**config.mk**
```make
export PLATFORM = sky130hd
export DESIGN_NAME = wb_arbiter_flat
export DESIGN_NICKNAME = d
export VERILOG_FILES = /design/src/rtl/wb_arbiter_if.sv /design/src/rtl/wb_arbiter.sv /design/src/flat_wrapper.sv
export SDC_FILE = /design/constraint.sdc
export NUM_CORES = 1
export LEC_CHECK = 0
export ABC_CLOCK_PERIOD_IN_PS = 1300
export BUFFER_PORTS_ARGS = -buffer_cell sky130_fd_sc_hd__buf_2
export CAP_MARGIN = 20
export CORE_AREA = 2 2 99 101
export DETAILED_ROUTE_END_ITERATION = 16
export DIE_AREA = 0 0 101 103
export GPL_TIMING_DRIVEN = 0
export HOLD_SLACK_MARGIN = 0.06
export SYNTH_ARGS = -nofsm -noshare
export SYNTH_HDL_FRONTEND = slang
export SYNTH_SLANG_ARGS = --single-unit
```
**constraint.sdc**
```tcl
create_clock -name clk -period 1.3 [get_ports clk]
set_input_delay 0 -clock clk [delete_from_list [all_inputs] [get_ports clk]]
set_output_delay 0 -clock clk [all_outputs]
set_load 0.05 [all_outputs]
```
**src/rtl/wb_arbiter_if.sv**
```systemverilog
// Bundle of requester-side and shared-bus signals for the round-robin wishbone arbiter.
// The master modport is the arbiter's view; slave is the view of requesters plus shared slave.
interface wb_arbiter_if #(
  parameter int N  = 4,
  parameter int DW = 16,
  parameter int AW = 16
);
  logic [N*AW-1:0] s_addr;
  logic [N*DW-1:0] s_wdata;
  logic [N-1:0]    s_we;
  logic [N-1:0]    s_cyc;
  logic [N*DW-1:0] s_rdata;
  logic [N-1:0]    s_ack;
  logic [AW-1:0]   m_addr;
  logic [DW-1:0]   m_wdata;
  logic            m_we;
  logic            m_cyc;
  logic [DW-1:0]   m_rdata;
  logic            m_ack;
  logic            tm_err;

  modport master (
    input  s_addr, s_wdata, s_we, s_cyc, m_rdata, m_ack,
    output s_rdata, s_ack, m_addr, m_wdata, m_we, m_cyc, tm_err
  );

  modport slave (
    output s_addr, s_wdata, s_we, s_cyc, m_rdata, m_ack,
    input  s_rdata, s_ack, m_addr, m_wdata, m_we, m_cyc, tm_err
  );
endinterface

```
**src/rtl/wb_arbiter.sv**
```systemverilog
// N-to-1 round-robin wishbone arbiter, one whole cyc..ack transaction per grant.
// Optional bus-hang timeout abort enabled by defining WB_ARB_TIMEOUT_EN.
//   state | meaning
//   IDLE  | m_cyc low, pick next requester after last served
//   BUSY  | m_cyc high for granted requester until ack, abort or timeout
module wb_arbiter #(
  parameter int N       = 4,
  parameter int DW      = 16,
  parameter int AW      = 16,
  parameter int TIMEOUT = 255
) (
  input logic       clk,
  input logic       rst,
  wb_arbiter_if.master bus
);
  localparam int IW = $clog2(N);

  typedef enum logic {IDLE, BUSY} state_t;

  state_t        r_state;
  logic [N-1:0]  r_grant;
  logic [IW-1:0] r_gidx;
  logic [IW-1:0] r_last;
  logic          r_m_cyc;

  logic [IW-1:0] w_pick_idx;
  logic          w_pick_any;
  logic          w_tmo;
  logic          w_ack;

`ifdef WB_ARB_TIMEOUT_EN
  localparam int CW = $clog2(TIMEOUT + 1);
  logic [CW-1:0] r_tcnt;
  assign w_tmo = r_m_cyc && (r_tcnt == CW'(TIMEOUT)) && !bus.m_ack;
`else
  logic w_unused_cfg;
  assign w_unused_cfg = (TIMEOUT != 0);
  assign w_tmo        = 1'b0;
`endif

  // Scan starts just after the last served requester, so it has lowest priority.
  always_comb begin
    w_pick_any = 1'b0;
    w_pick_idx = r_last;
    for (int k = 1; k <= N; k++) begin
      if (!w_pick_any && bus.s_cyc[IW'((int'(r_last) + k) % N)]) begin
        w_pick_any = 1'b1;
        w_pick_idx = IW'((int'(r_last) + k) % N);
      end
    end
  end

  always_ff @(posedge clk) begin
    if (rst) begin
      r_state <= IDLE;
      r_grant <= '0;
      r_gidx  <= '0;
      r_last  <= IW'(N - 1);
      r_m_cyc <= 1'b0;
`ifdef WB_ARB_TIMEOUT_EN
      r_tcnt  <= '0;
`endif
    end else begin
      case (r_state)
        IDLE: begin
          if (w_pick_any) begin
            r_state <= BUSY;
            r_grant <= N'(1) << w_pick_idx;
            r_gidx  <= w_pick_idx;
            r_m_cyc <= 1'b1;
`ifdef WB_ARB_TIMEOUT_EN
            r_tcnt  <= '0;
`endif
          end
        end
        BUSY: begin
          if (bus.m_ack || w_tmo) begin
            r_state <= IDLE;
            r_grant <= '0;
            r_last  <= r_gidx;
            r_m_cyc <= 1'b0;
          end else if (!bus.s_cyc[r_gidx]) begin
            r_state <= IDLE;
            r_grant <= '0;
            r_m_cyc <= 1'b0;
          end else begin
`ifdef WB_ARB_TIMEOUT_EN
            r_tcnt  <= r_tcnt + CW'(1);
`endif
          end
        end
        default: begin
          r_state <= IDLE;
          r_m_cyc <= 1'b0;
        end
      endcase
    end
  end

  assign w_ack      = r_m_cyc && (bus.m_ack || w_tmo);
  assign bus.m_cyc  = r_m_cyc;
  assign bus.s_ack  = w_ack ? r_grant : '0;
  assign bus.tm_err = w_tmo;

  // Address/data keep following the last grant in IDLE; only m_we is qualified.
  always_comb begin
    bus.m_addr  = '0;
    bus.m_wdata = '0;
    bus.m_we    = 1'b0;
    for (int i = 0; i < N; i++) begin
      if (r_gidx == IW'(i)) begin
        bus.m_addr  = bus.s_addr[i*AW +: AW];
        bus.m_wdata = bus.s_wdata[i*DW +: DW];
        bus.m_we    = r_m_cyc & bus.s_we[i];
      end
    end
  end

  always_comb begin
    bus.s_rdata = '0;
    for (int i = 0; i < N; i++) begin
      if (w_ack && r_grant[i]) begin
        bus.s_rdata[i*DW +: DW] = w_tmo ? {DW{1'b1}} : bus.m_rdata;
      end
    end
  end
endmodule

```
**src/flat_wrapper.sv**
```systemverilog
// flat-port wrapper written by rule: the top's interface ports become plain ports
module wb_arbiter_flat 
#(
  parameter int N       = 4,
  parameter int DW      = 16,
  parameter int AW      = 16,
  parameter int TIMEOUT = 255
)
  (clk, rst, bus_s_addr, bus_s_wdata, bus_s_we, bus_s_cyc, bus_m_rdata, bus_m_ack, bus_s_rdata, bus_s_ack, bus_m_addr, bus_m_wdata, bus_m_we, bus_m_cyc, bus_tm_err);
  wb_arbiter_if #(.N(N), .DW(DW), .AW(AW)) bus_i ();
  input logic clk;
  input logic rst;
  input wire logic [$bits(bus_i.s_addr)-1:0] bus_s_addr;
  input wire logic [$bits(bus_i.s_wdata)-1:0] bus_s_wdata;
  input wire logic [$bits(bus_i.s_we)-1:0] bus_s_we;
  input wire logic [$bits(bus_i.s_cyc)-1:0] bus_s_cyc;
  input wire logic [$bits(bus_i.m_rdata)-1:0] bus_m_rdata;
  input wire logic [$bits(bus_i.m_ack)-1:0] bus_m_ack;
  output wire logic [$bits(bus_i.s_rdata)-1:0] bus_s_rdata;
  output wire logic [$bits(bus_i.s_ack)-1:0] bus_s_ack;
  output wire logic [$bits(bus_i.m_addr)-1:0] bus_m_addr;
  output wire logic [$bits(bus_i.m_wdata)-1:0] bus_m_wdata;
  output wire logic [$bits(bus_i.m_we)-1:0] bus_m_we;
  output wire logic [$bits(bus_i.m_cyc)-1:0] bus_m_cyc;
  output wire logic [$bits(bus_i.tm_err)-1:0] bus_tm_err;
  assign bus_i.s_addr = bus_s_addr;
  assign bus_i.s_wdata = bus_s_wdata;
  assign bus_i.s_we = bus_s_we;
  assign bus_i.s_cyc = bus_s_cyc;
  assign bus_i.m_rdata = bus_m_rdata;
  assign bus_i.m_ack = bus_m_ack;
  assign bus_s_rdata = bus_i.s_rdata;
  assign bus_s_ack = bus_i.s_ack;
  assign bus_m_addr = bus_i.m_addr;
  assign bus_m_wdata = bus_i.m_wdata;
  assign bus_m_we = bus_i.m_we;
  assign bus_m_cyc = bus_i.m_cyc;
  assign bus_tm_err = bus_i.tm_err;
  wb_arbiter #(.N(N), .DW(DW), .AW(AW), .TIMEOUT(TIMEOUT)) u_core (.clk(clk), .rst(rst), .bus(bus_i));
endmodule
```
==> results of run 1 <==
[metal layers]
metal	up-vias	wire length, um
met5	-	0
met4	0	169
met3	16	605
met2	119	5110
met1	1219	3280
li1	1201	-
[kinds of logic (layout without fill, tap and decap cells)]
kind of cell | Yosys count | count (layout) | synth area share
mux | 35 | 35 | 0.431
buf+inv | 19 | 290 | 0.0582
compound gates | 21 | 21 | 0.0975
other cells | 1 | 1 | 0.00210
simple gates | 87 | 88 | 0.299
flops | 10 | 10 | 0.112
[final cells by class]
cell class | instances | area, um^2 | area share
Inverter | 2 | 7.51 | 0.00176
Buffer | 13 | 173 | 0.0404
Sequential cell | 10 | 210 | 0.0492
Clock buffer | 4 | 45.0 | 0.0106
Timing Repair Buffer | 271 | 2040 | 0.479
Tap cell | 114 | 143 | 0.0334
Multi-Input combinational cell | 145 | 1650 | 0.386
[where the power goes]
group          switching (mW)  total, mW  internal [mW]
clock                   0.117      0.332          0.214
combinational            1.13       2.10          0.967
sequential             0.0304      0.368          0.337
total                    1.28       2.80           1.52
[registers in the layout (all words and copies together), names as in the netlist]
signal            cells
u_core.r_gidx         2
u_core.bus.m_cyc      1
u_core.r_state        1
u_core.r_grant        4
u_core.r_last         2
[per-stage QoR]
step	utilization	power [mW]	worst slack, ns	setup TNS (ns)	hold WS (ns)
finish	0.451	2.80	-0.268	-8.01	0.204
global placement	0.354	2.06	-0.300	-8.70	0.269
floorplan	-	1.57	0.00538	0	0.0691
detailed placement	0.354	2.08	-0.338	-9.37	0.274
global route	0.451	2.91	-0.302	-9.82	0.233
CTS	0.426	2.77	-0.287	-8.62	0.176
[how the worst min path moves through the flow]
stage                                   to  slack (ns)      start
final                     u_core.r_last[0]        0.20  bus_m_ack
after global routing      u_core.r_last[1]        0.23  bus_m_ack
after CTS                 u_core.r_last[0]        0.18  bus_m_ack
after detailed placement    u_core.r_state        0.27        rst
after global placement      u_core.r_state        0.27        rst
after floorplan           u_core.r_gidx[1]        0.07        rst
[repair_timing]
action,4_1_cts,5_1_grt
endpoints found under the hold margin,3,0
endpoints found under the setup margin,108,90
pin swaps,4,13
hold buffers,1,0
cloned,1,2
resized for setup,178,53
setup buffers,9,3
[layout by cell type, fill, tap and decap left out, drive strengths merged]
cell and n:
o21ai 3, nor3b 1, conb 1, o211ai 1, a221oi 1, and2 65
mux4 33, a21o 2, dlygate4sd3 1, nor2b 2, nand2b 2, a2bb2oi 1
nor3 1, nor2 5, inv 2, a32o 4, clkbuf 11, nand2 2
dfxtp 10, a211oi 1, o21a 1, nor4 1, nand3b 1, mux2 1
and3 7, buf 276, mux2i 1, a221o 1, or2 1, a21oi 4
a211o 2
[critical path: stages, from the launching register on]
cell and delay (ns):
dfxtp_2 0.33, buf_12 0.14, buf_12 0.12, mux4_2 0.55, buf_8 0.18
==> flow_metrics.tcl, run 1 <==
set metrics [dict create \
    status "complete, but fails checks" \
    failed_checks "setup timing" \
    cp_max_fo 8 \
    ios 258 \
    port-buffer-count 256 \
    r2r_cells 5 \
    firstDrtPassIters 4 \
    critPathLaunch "u_core.r_gidx[0]" \
    finalWirelength_um 9170 \
    groute.layer.met2.usage 0.282 \
    synth.most_common_cell "and2_1" \
    die_y_um 103 \
    endpoint_kind "primary output" \
    final-setup-viol-count 39 \
    first_iter_violations 40 \
    cts_max_level 1 \
    fin_area_mm2 0.00427 \
    synth-warning-count 0 \
    start_util 0.189 \
    synthArstFlopShare 0 \
    netlist_instances 173 \
    rsz0062_at_grt "true" \
    clk_pin_slew_worst_paths_ns 0.05 \
    syn_avg_cell_area_um2 10.3 \
    cts_tree "yes" \
    netlist.area_leader.share 0.417 \
    r2r_start "u_core.r_gidx[1]" \
    drive_gt1_frac 0.852 \
    fillers 887 \
    ir_drop_mv 0.326 \
    dieArea_mm2 0.0104 \
    power_density_mw_per_mm2 655 \
    p_leak_nw 2.10 \
    track_usage 0.146 \
    hold_viol_final 0 \
    gr-total-overflow 0 \
    dp_cells 543 \
    path_class "reg2out" \
    synth.distinct_cells 33 \
    layout_min_cycle_time_ns 1.57 \
    crit_required_ns 1.30 \
    synth_edf_count 0 \
    grt_max_degree 11 \
    fin_cells 559 \
    wl_per_cell_um 16.4 \
    synth_area_mm2 0.00178 \
    ys.flop_type "dfxtp_1" \
    numCtsBuffers 3 \
    clock_skew_ns 0.000394 \
    die_x_um 101 \
    synth_area_leaders "mux4_2 42%, and2_1 23%, dfxtp_1 11%" \
    antenna_found_initial 0 \
    r2r-end "u_core.r_grant[3]" \
    vias_per_cell 4.57 \
    clockBufferDepth 2 \
    vias 2555 \
    endpoint "bus_m_wdata[10]" \
    dp_hpwl_um 7400 \
    setup_ws_ns -0.268 \
    postRouteAntennaNets 0 \
    grt_pass1_wl_um 12200 \
    yosys-top-cells-count "65 x and2_1, 33 x mux4_2, 10 x dfxtp_1, 6 x and3_1, 6 x clkbuf_1" \
    drc 0 \
    syn_nets 328 \
    start_kind "register" \
    critPathArrivalTime_ns 1.57 \
    met1_usage 0.171 \
    grt-busiest-layer "met2" \
    cts.sinks 10 \
    place.gp.congestion 0.914 \
    use_met3 0.0203 \
    ys_ff_latch 10 \
    clockRootBuffer "clkbuf_8" \
    rrSetupSlack_ns -0.05 \
    worstSkewPairLatency_ns 0.23 \
    hold_depth 3 \
    fp-row-count 36 \
    first_global_vias 2437 \
    final_net_count 601 \
    maxCapViolCount 0 \
    synth-seq-area-share 0.112 \
    period_share 1.21 \
    final-max-slew-violation-count 0 \
    fmax_ghz 0.638 \
    core_area_mm2 0.00946 \
    areaGrowthSynthToFinish_pct 139 \
    hp-class "in2reg" \
    yosysTopAreaCell "mux4_2" \
    diodes 0 \
    postPlaceCellArea_mm2 0.00335 \
]
Note: power is estimated with default switching activity, not from simulation.
==> run 2, diff against run 1 <==
Settings changed: ABC_AREA set to 1, BUFFER_PORTS_ARGS -buffer_cell sky130_fd_sc_hd__buf_2 to unset, CORE_AREA 2 2 99 101 to 2 2 101 103, DIE_AREA 0 0 101 103 to 0 0 103 105, DONT_BUFFER_PORTS set to 1.
==> run 2 against run 1 <==
Net effect: the flow still finishes with violations (setup timing); sequential power grew 46%; critical endpoint is now bus_m_wdata[8]; sequential share of layout area grew 0.57 points; largest cell class is now multi-input gates; routed wire length grew 17%.
==> flow_metrics.tcl, run 2 <==
set metrics [dict create \
    status "complete, but fails checks" \
    failed_checks "setup timing" \
    final_common_cell "nand2_1" \
    top_register "u_core.r_grant" \
    synth_edf_count 0 \
    mostFrequentLayoutCells "123 x nand2_1, 70 x nor2_4, 45 x nand2_2, 32 x nand4_1" \
    diodes 0 \
    layout_min_cycle_time_ns 1.60 \
    dieArea_mm2 0.0108 \
    p_int_mw 1.96 \
    synth.most_common_cell "nand2_1" \
    ios 258 \
    fin_hold_ws_ns 0.183 \
    antenna_found_initial 0 \
    postRouteAntennaNets 0 \
    largest_reg_flops 4 \
    netlist.area_leader.share 0.345 \
    switchingPower_mw 3.45 \
    final-max-slew-violation-count 0 \
    comb_power_share 0.829 \
    netlist_instances 400 \
    r2r_cells 12 \
    endpoint_kind "primary output" \
    relSlewSlack 0.540 \
    fmax_ghz 0.624 \
    areaGrowthSynthToFinish_pct 105 \
    vias_per_cell 5.00 \
    clock_skew_ns 0.00385 \
    place.gp.congestion 0.842 \
    synth_area_mm2 0.00193 \
    p_leak_nw 1.58 \
    p_seq_frac 0.099 \
    start_kind "register" \
    grt_max_degree 11 \
    start_util 0.200 \
    critPathArrivalTime_ns 1.60 \
    drive_gt1_frac 0.546 \
    synth_area_leaders "nand2_1 35%, nor2_1 14%, dfxtp_1 10%" \
    yosysTopAreaCell "nand2_1" \
    synth-warning-count 0 \
    final-setup-viol-count 109 \
    vias 2956 \
    grt_pass1_wl_um 15000 \
    setup_ws_ns -0.302 \
    hold_viol_final 0 \
    synthArstFlopShare 0 \
    r2r-end "u_core.r_gidx[0]" \
    core_area_mm2 0.00964 \
    rrSetupSlack_ns -0.28 \
    path_class "reg2out" \
    wl_per_cell_um 18.2 \
    rsz0062_at_grt "true" \
    power_mw 5.41 \
    clockRootBuffer "clkbuf_8" \
    cts_tree "yes" \
    hp-class "in2reg" \
    cts.sinks 10 \
    worst_slew_pin_slew_ns 0.688 \
    worstSkewPairLatency_ns 0.24 \
    fp-row-count 36 \
    gr-total-overflow 0 \
    firstDrtPassIters 4 \
    cp_max_fo 6 \
    yosys-top-cells-count "177 x nand2_1, 72 x nor2_1, 32 x nand4_1, 30 x inv_1, 16 x clkbuf_1" \
    ir_drop_mv 0.975 \
    maxCapViolCount 0 \
    cts_max_level 1 \
    synth-seq-area-share 0.104 \
    power_density_mw_per_mm2 1370 \
    finalWirelength_um 10800 \
    drc 0 \
    ys_ff_latch 10 \
    die_x_um 103 \
    r2r_start "u_core.r_last[0]" \
    first_global_vias 2882 \
    clk_pin_slew_worst_paths_ns 0.05 \
    port-buffer-count 0 \
    endpoint "bus_m_wdata[8]" \
    crit_required_ns 1.30 \
    die_y_um 105 \
    clockPowerShare 0.072 \
    numCtsBuffers 3 \
    ys.flop_type "dfxtp_1" \
    switching_share 0.638 \
    top_regs "u_core.r_grant (4), u_core.r_gidx (2), u_core.r_last (2)" \
    track_usage 0.178 \
    synth.distinct_cells 23 \
    first_iter_violations 164 \
    final_net_count 614 \
    dp_hpwl_um 7500 \
    critPathLaunch "u_core.r_gidx[0]" \
    syn_avg_cell_area_um2 4.81 \
    clockBufferDepth 2 \
    syn_nets 555 \
    period_share 1.23 \
]
run 2: worst min path at each step:
stage / startpoint / end / depth (start not counted)
CTS: bus_s_cyc[2] / u_core.r_state / 4
global placement: rst / u_core.r_grant[3] / 1
finish: bus_s_cyc[1] / u_core.r_state / 4
detailed placement: rst / u_core.r_grant[2] / 1
floorplan: rst / u_core.r_grant[0] / 1
global route: bus_s_cyc[1] / u_core.r_state / 4
run 2: area by class of cell:
class                   count  area, um^2
plain buffers              20         343
clock buffers               4        55.1
fillers                   926        5700
inverters                  36         185
multi-input cells         336        2390
flip-flops and latches     10         216
well taps                 133         166
repair buffers             52         583
run 2: critical path: stages, from the launching register on:
cell     delay, ns
dfxtp_4       0.41
inv_4         0.05
nor2_4        0.12
buf_6         0.15
buf_8         0.13
nand2_4       0.05
nand4_1       0.46
run 2: cell families (layout without fill, tap and decap cells):
family / after synthesis / in the layout / synth area share
buffers and inverters: 56 / 112 / 0.124
AND/OR/NAND/NOR: 316 / 318 / 0.719
AO/OA/AOI/OAI: 17 / 17 / 0.0513
other: 1 / 1 / 0.00195
flip-flops: 10 / 10 / 0.104
run 2: what timing repair did:
action                                  in CTS  in global routing
setup buffers                               28                 11
gates cloned                                11                  2
endpoints found under the setup margin     109                109
hold buffers                                 2                  0
hold endpoints to repair                    10                  0
resized for setup                          155                 72
pin swaps                                   65                 59
run 2: power by group through the flow:
stage	Clock, mW	Sequential, mW	Combinational [mW]
after global routing	0.416	0.548	4.73
after global placement	0	0.454	3.28
after detailed placement	0	0.456	3.31
after CTS	0.397	0.529	4.15
after floorplan	0	0.443	2.91
final	0.390	0.537	4.49
run 2: per-layer routing:
layer	GRT usage	vias to the layer above	wire length [um]
li1	-	1381	-
met1	0.171	1347	3510
met2	0.363	210	5950
met3	0.0401	18	1050
met4	0.0461	0	248
met5	0	-	0
run 2: through the flow:
stage | instance area (um^2) | TNS (ns) | instances | utilization | setup slack [ns]
5_1_grt | 3940 | -28.88 | 591 | 0.409 | -0.368
4_1_cts | 3620 | -23.81 | 578 | 0.376 | -0.316
6_report | 3940 | -22.81 | 591 | 0.409 | -0.302
2_1_floorplan | 2340 | -2.92 | 400 | - | -0.159
3_5_place_dp | 2510 | -29.63 | 533 | 0.260 | -0.462
3_3_place_gp | 2510 | -27.39 | 533 | 0.260 | -0.455
==> run 3, diff against run 2 <==
Settings changed: SETUP_SLACK_MARGIN set to 0.1.
==> run 3 against run 2 <==
Net effect: global-route usage fell by 1.1 points; the flow still finishes with violations (setup timing); non-clock buffer count increased by 2; worst hold slack got worse by 0.0017 ns.
==> flow_metrics.tcl, run 3 (synthesis gave the netlist of run 2 again) <==
set metrics [dict create \
    status "complete, but fails checks" \
    failed_checks "setup timing" \
    cp_max_fo 7 \
    relSlewSlack 0.540 \
    port-buffer-count 0 \
    final_common_cell "nand2_1" \
    areaGrowthSynthToFinish_pct 93.9 \
    vias_per_cell 5.07 \
    worstSkewPairLatency_ns 0.23 \
    clockRootBuffer "clkbuf_8" \
    critPathLaunch "u_core.r_gidx[0]" \
    dieArea_mm2 0.0108 \
    top_register "u_core.r_grant" \
    drive_gt1_frac 0.493 \
    vias 2999 \
    setup_tns_ns -20.92 \
    p_leak_nw 1.50 \
    die_x_um 103 \
    wl_per_cell_um 17.9 \
    rsz0062_at_grt "true" \
    power_density_mw_per_mm2 1380 \
    rrSetupSlack_ns -0.31 \
    clk_pin_slew_worst_paths_ns 0.05 \
    die_y_um 105 \
    r2r_start "u_core.r_last[0]" \
    fillers 980 \
    start_util 0.200 \
    finalWirelength_um 10600 \
    final-max-slew-violation-count 0 \
    worst_slew_pin_slew_ns 0.687 \
    power_mw 5.15 \
    cts_max_level 1 \
    cts_tree "yes" \
    path_class "reg2out" \
    gr-total-overflow 0 \
    hold_viol_final 0 \
    ios 258 \
    layout_min_cycle_time_ns 1.65 \
    final_net_count 614 \
    core_area_mm2 0.00964 \
    final-setup-viol-count 108 \
    top_regs "u_core.r_grant (4), u_core.r_gidx (2), u_core.r_last (2)" \
    dp_hpwl_um 7730 \
    fmax_ghz 0.606 \
    cts.sinks 10 \
    critPathArrivalTime_ns 1.65 \
    track_usage 0.167 \
    postPlaceCellArea_mm2 0.00263 \
    first_global_vias 2742 \
    hp-class "in2reg" \
    setup_ws_ns -0.349 \
    endpoint_kind "primary output" \
    clockBufferDepth 2 \
    place.gp.congestion 0.901 \
    diodes 0 \
    ir_drop_mv 1.10 \
    largest_reg_flops 4 \
    drc 0 \
    antenna_found_initial 0 \
    grt_pass1_wl_um 14200 \
    numCtsBuffers 3 \
    first_iter_violations 184 \
    fin_area_mm2 0.00373 \
    grt_max_degree 11 \
    clock_skew_ns 0.000531 \
    mostFrequentLayoutCells "146 x nand2_1, 70 x nor2_4, 32 x nand4_1, 30 x buf_4, 26 x nand2_2" \
    start_kind "register" \
    period_share 1.27 \
    fp-row-count 36 \
    firstDrtPassIters 4 \
    min_from "bus_s_cyc[2]" \
    crit_required_ns 1.30 \
    postRouteAntennaNets 0 \
    maxCapViolCount 0 \
    post-route-util 0.387 \
]
-- run 3: changes by cell type in the layout (fill, tap and decap cells not counted), sizes merged --
cell | previous run | this run
clkbuf | 17 | 22
clkinv | 0 | 2
buf | 57 | 54
nand2 | 196 | 194
inv | 32 | 30
-- run 3: layout make-up --
class | count | area, um^2 | share of cell area
plain buffers | 20 | 293 | 0.0784
repair buffers | 54 | 554 | 0.148
multi-input cells | 334 | 2270 | 0.608
clock buffers | 4 | 55.1 | 0.0147
inverters | 36 | 180 | 0.0483
flip-flops and latches | 10 | 216 | 0.0580
well taps | 133 | 166 | 0.0446
-- run 3: critical path, cell delays in order (launching register included) --
cell and delay [ns]:
dfxtp_4 0.39, buf_6 0.11, nor2_4 0.03, buf_12 0.13, clkbuf_8 0.14, nand2_1 0.05, nand4_1 0.54
-- run 3: final timing paths --
path	to	depth (start not counted)
worst min-delay path	u_core.r_state	4
worst min register to register	u_core.r_grant[0]	2
worst max register to register	u_core.r_gidx[0]	12
worst max-delay path	bus_m_wdata[9]	6
-- run 3: where the power goes --
part	leakage, nW	internal (mW)	switching [mW]
Sequential	0.0840	0.377	0.130
Combinational	1.39	1.16	3.09
Clock	0.0288	0.266	0.125
-- run 3: metal layers --
layer / vias up / part of all wire / track usage
li1: 1378 / - / -
met5: - / 0 / 0
met3: 26 / 0.077 / 0.0314
met2: 189 / 0.54 / 0.322
met4: 0 / 0.025 / 0.0442
met1: 1406 / 0.36 / 0.180
-- run 3: timing repair --
action,CTS,global route
hold buffers,2,0
pin swaps,44,51
resized for setup,92,65
endpoints found under the hold margin,10,0
setup endpoints to repair,109,109
buffers inserted,14,29
cloned,6,4
-- run 3: per-stage QoR --
step / setup slack (ns) / hold WS (ns) / std cells
3_3_place_gp: -0.480 / 0.0708 / 533
3_5_place_dp: -0.529 / 0.0731 / 533
2_1_floorplan: -0.0911 / 0.0691 / 400
5_1_grt: -0.408 / 0.190 / 591
4_1_cts: -0.342 / 0.144 / 559
6_report: -0.349 / 0.181 / 591
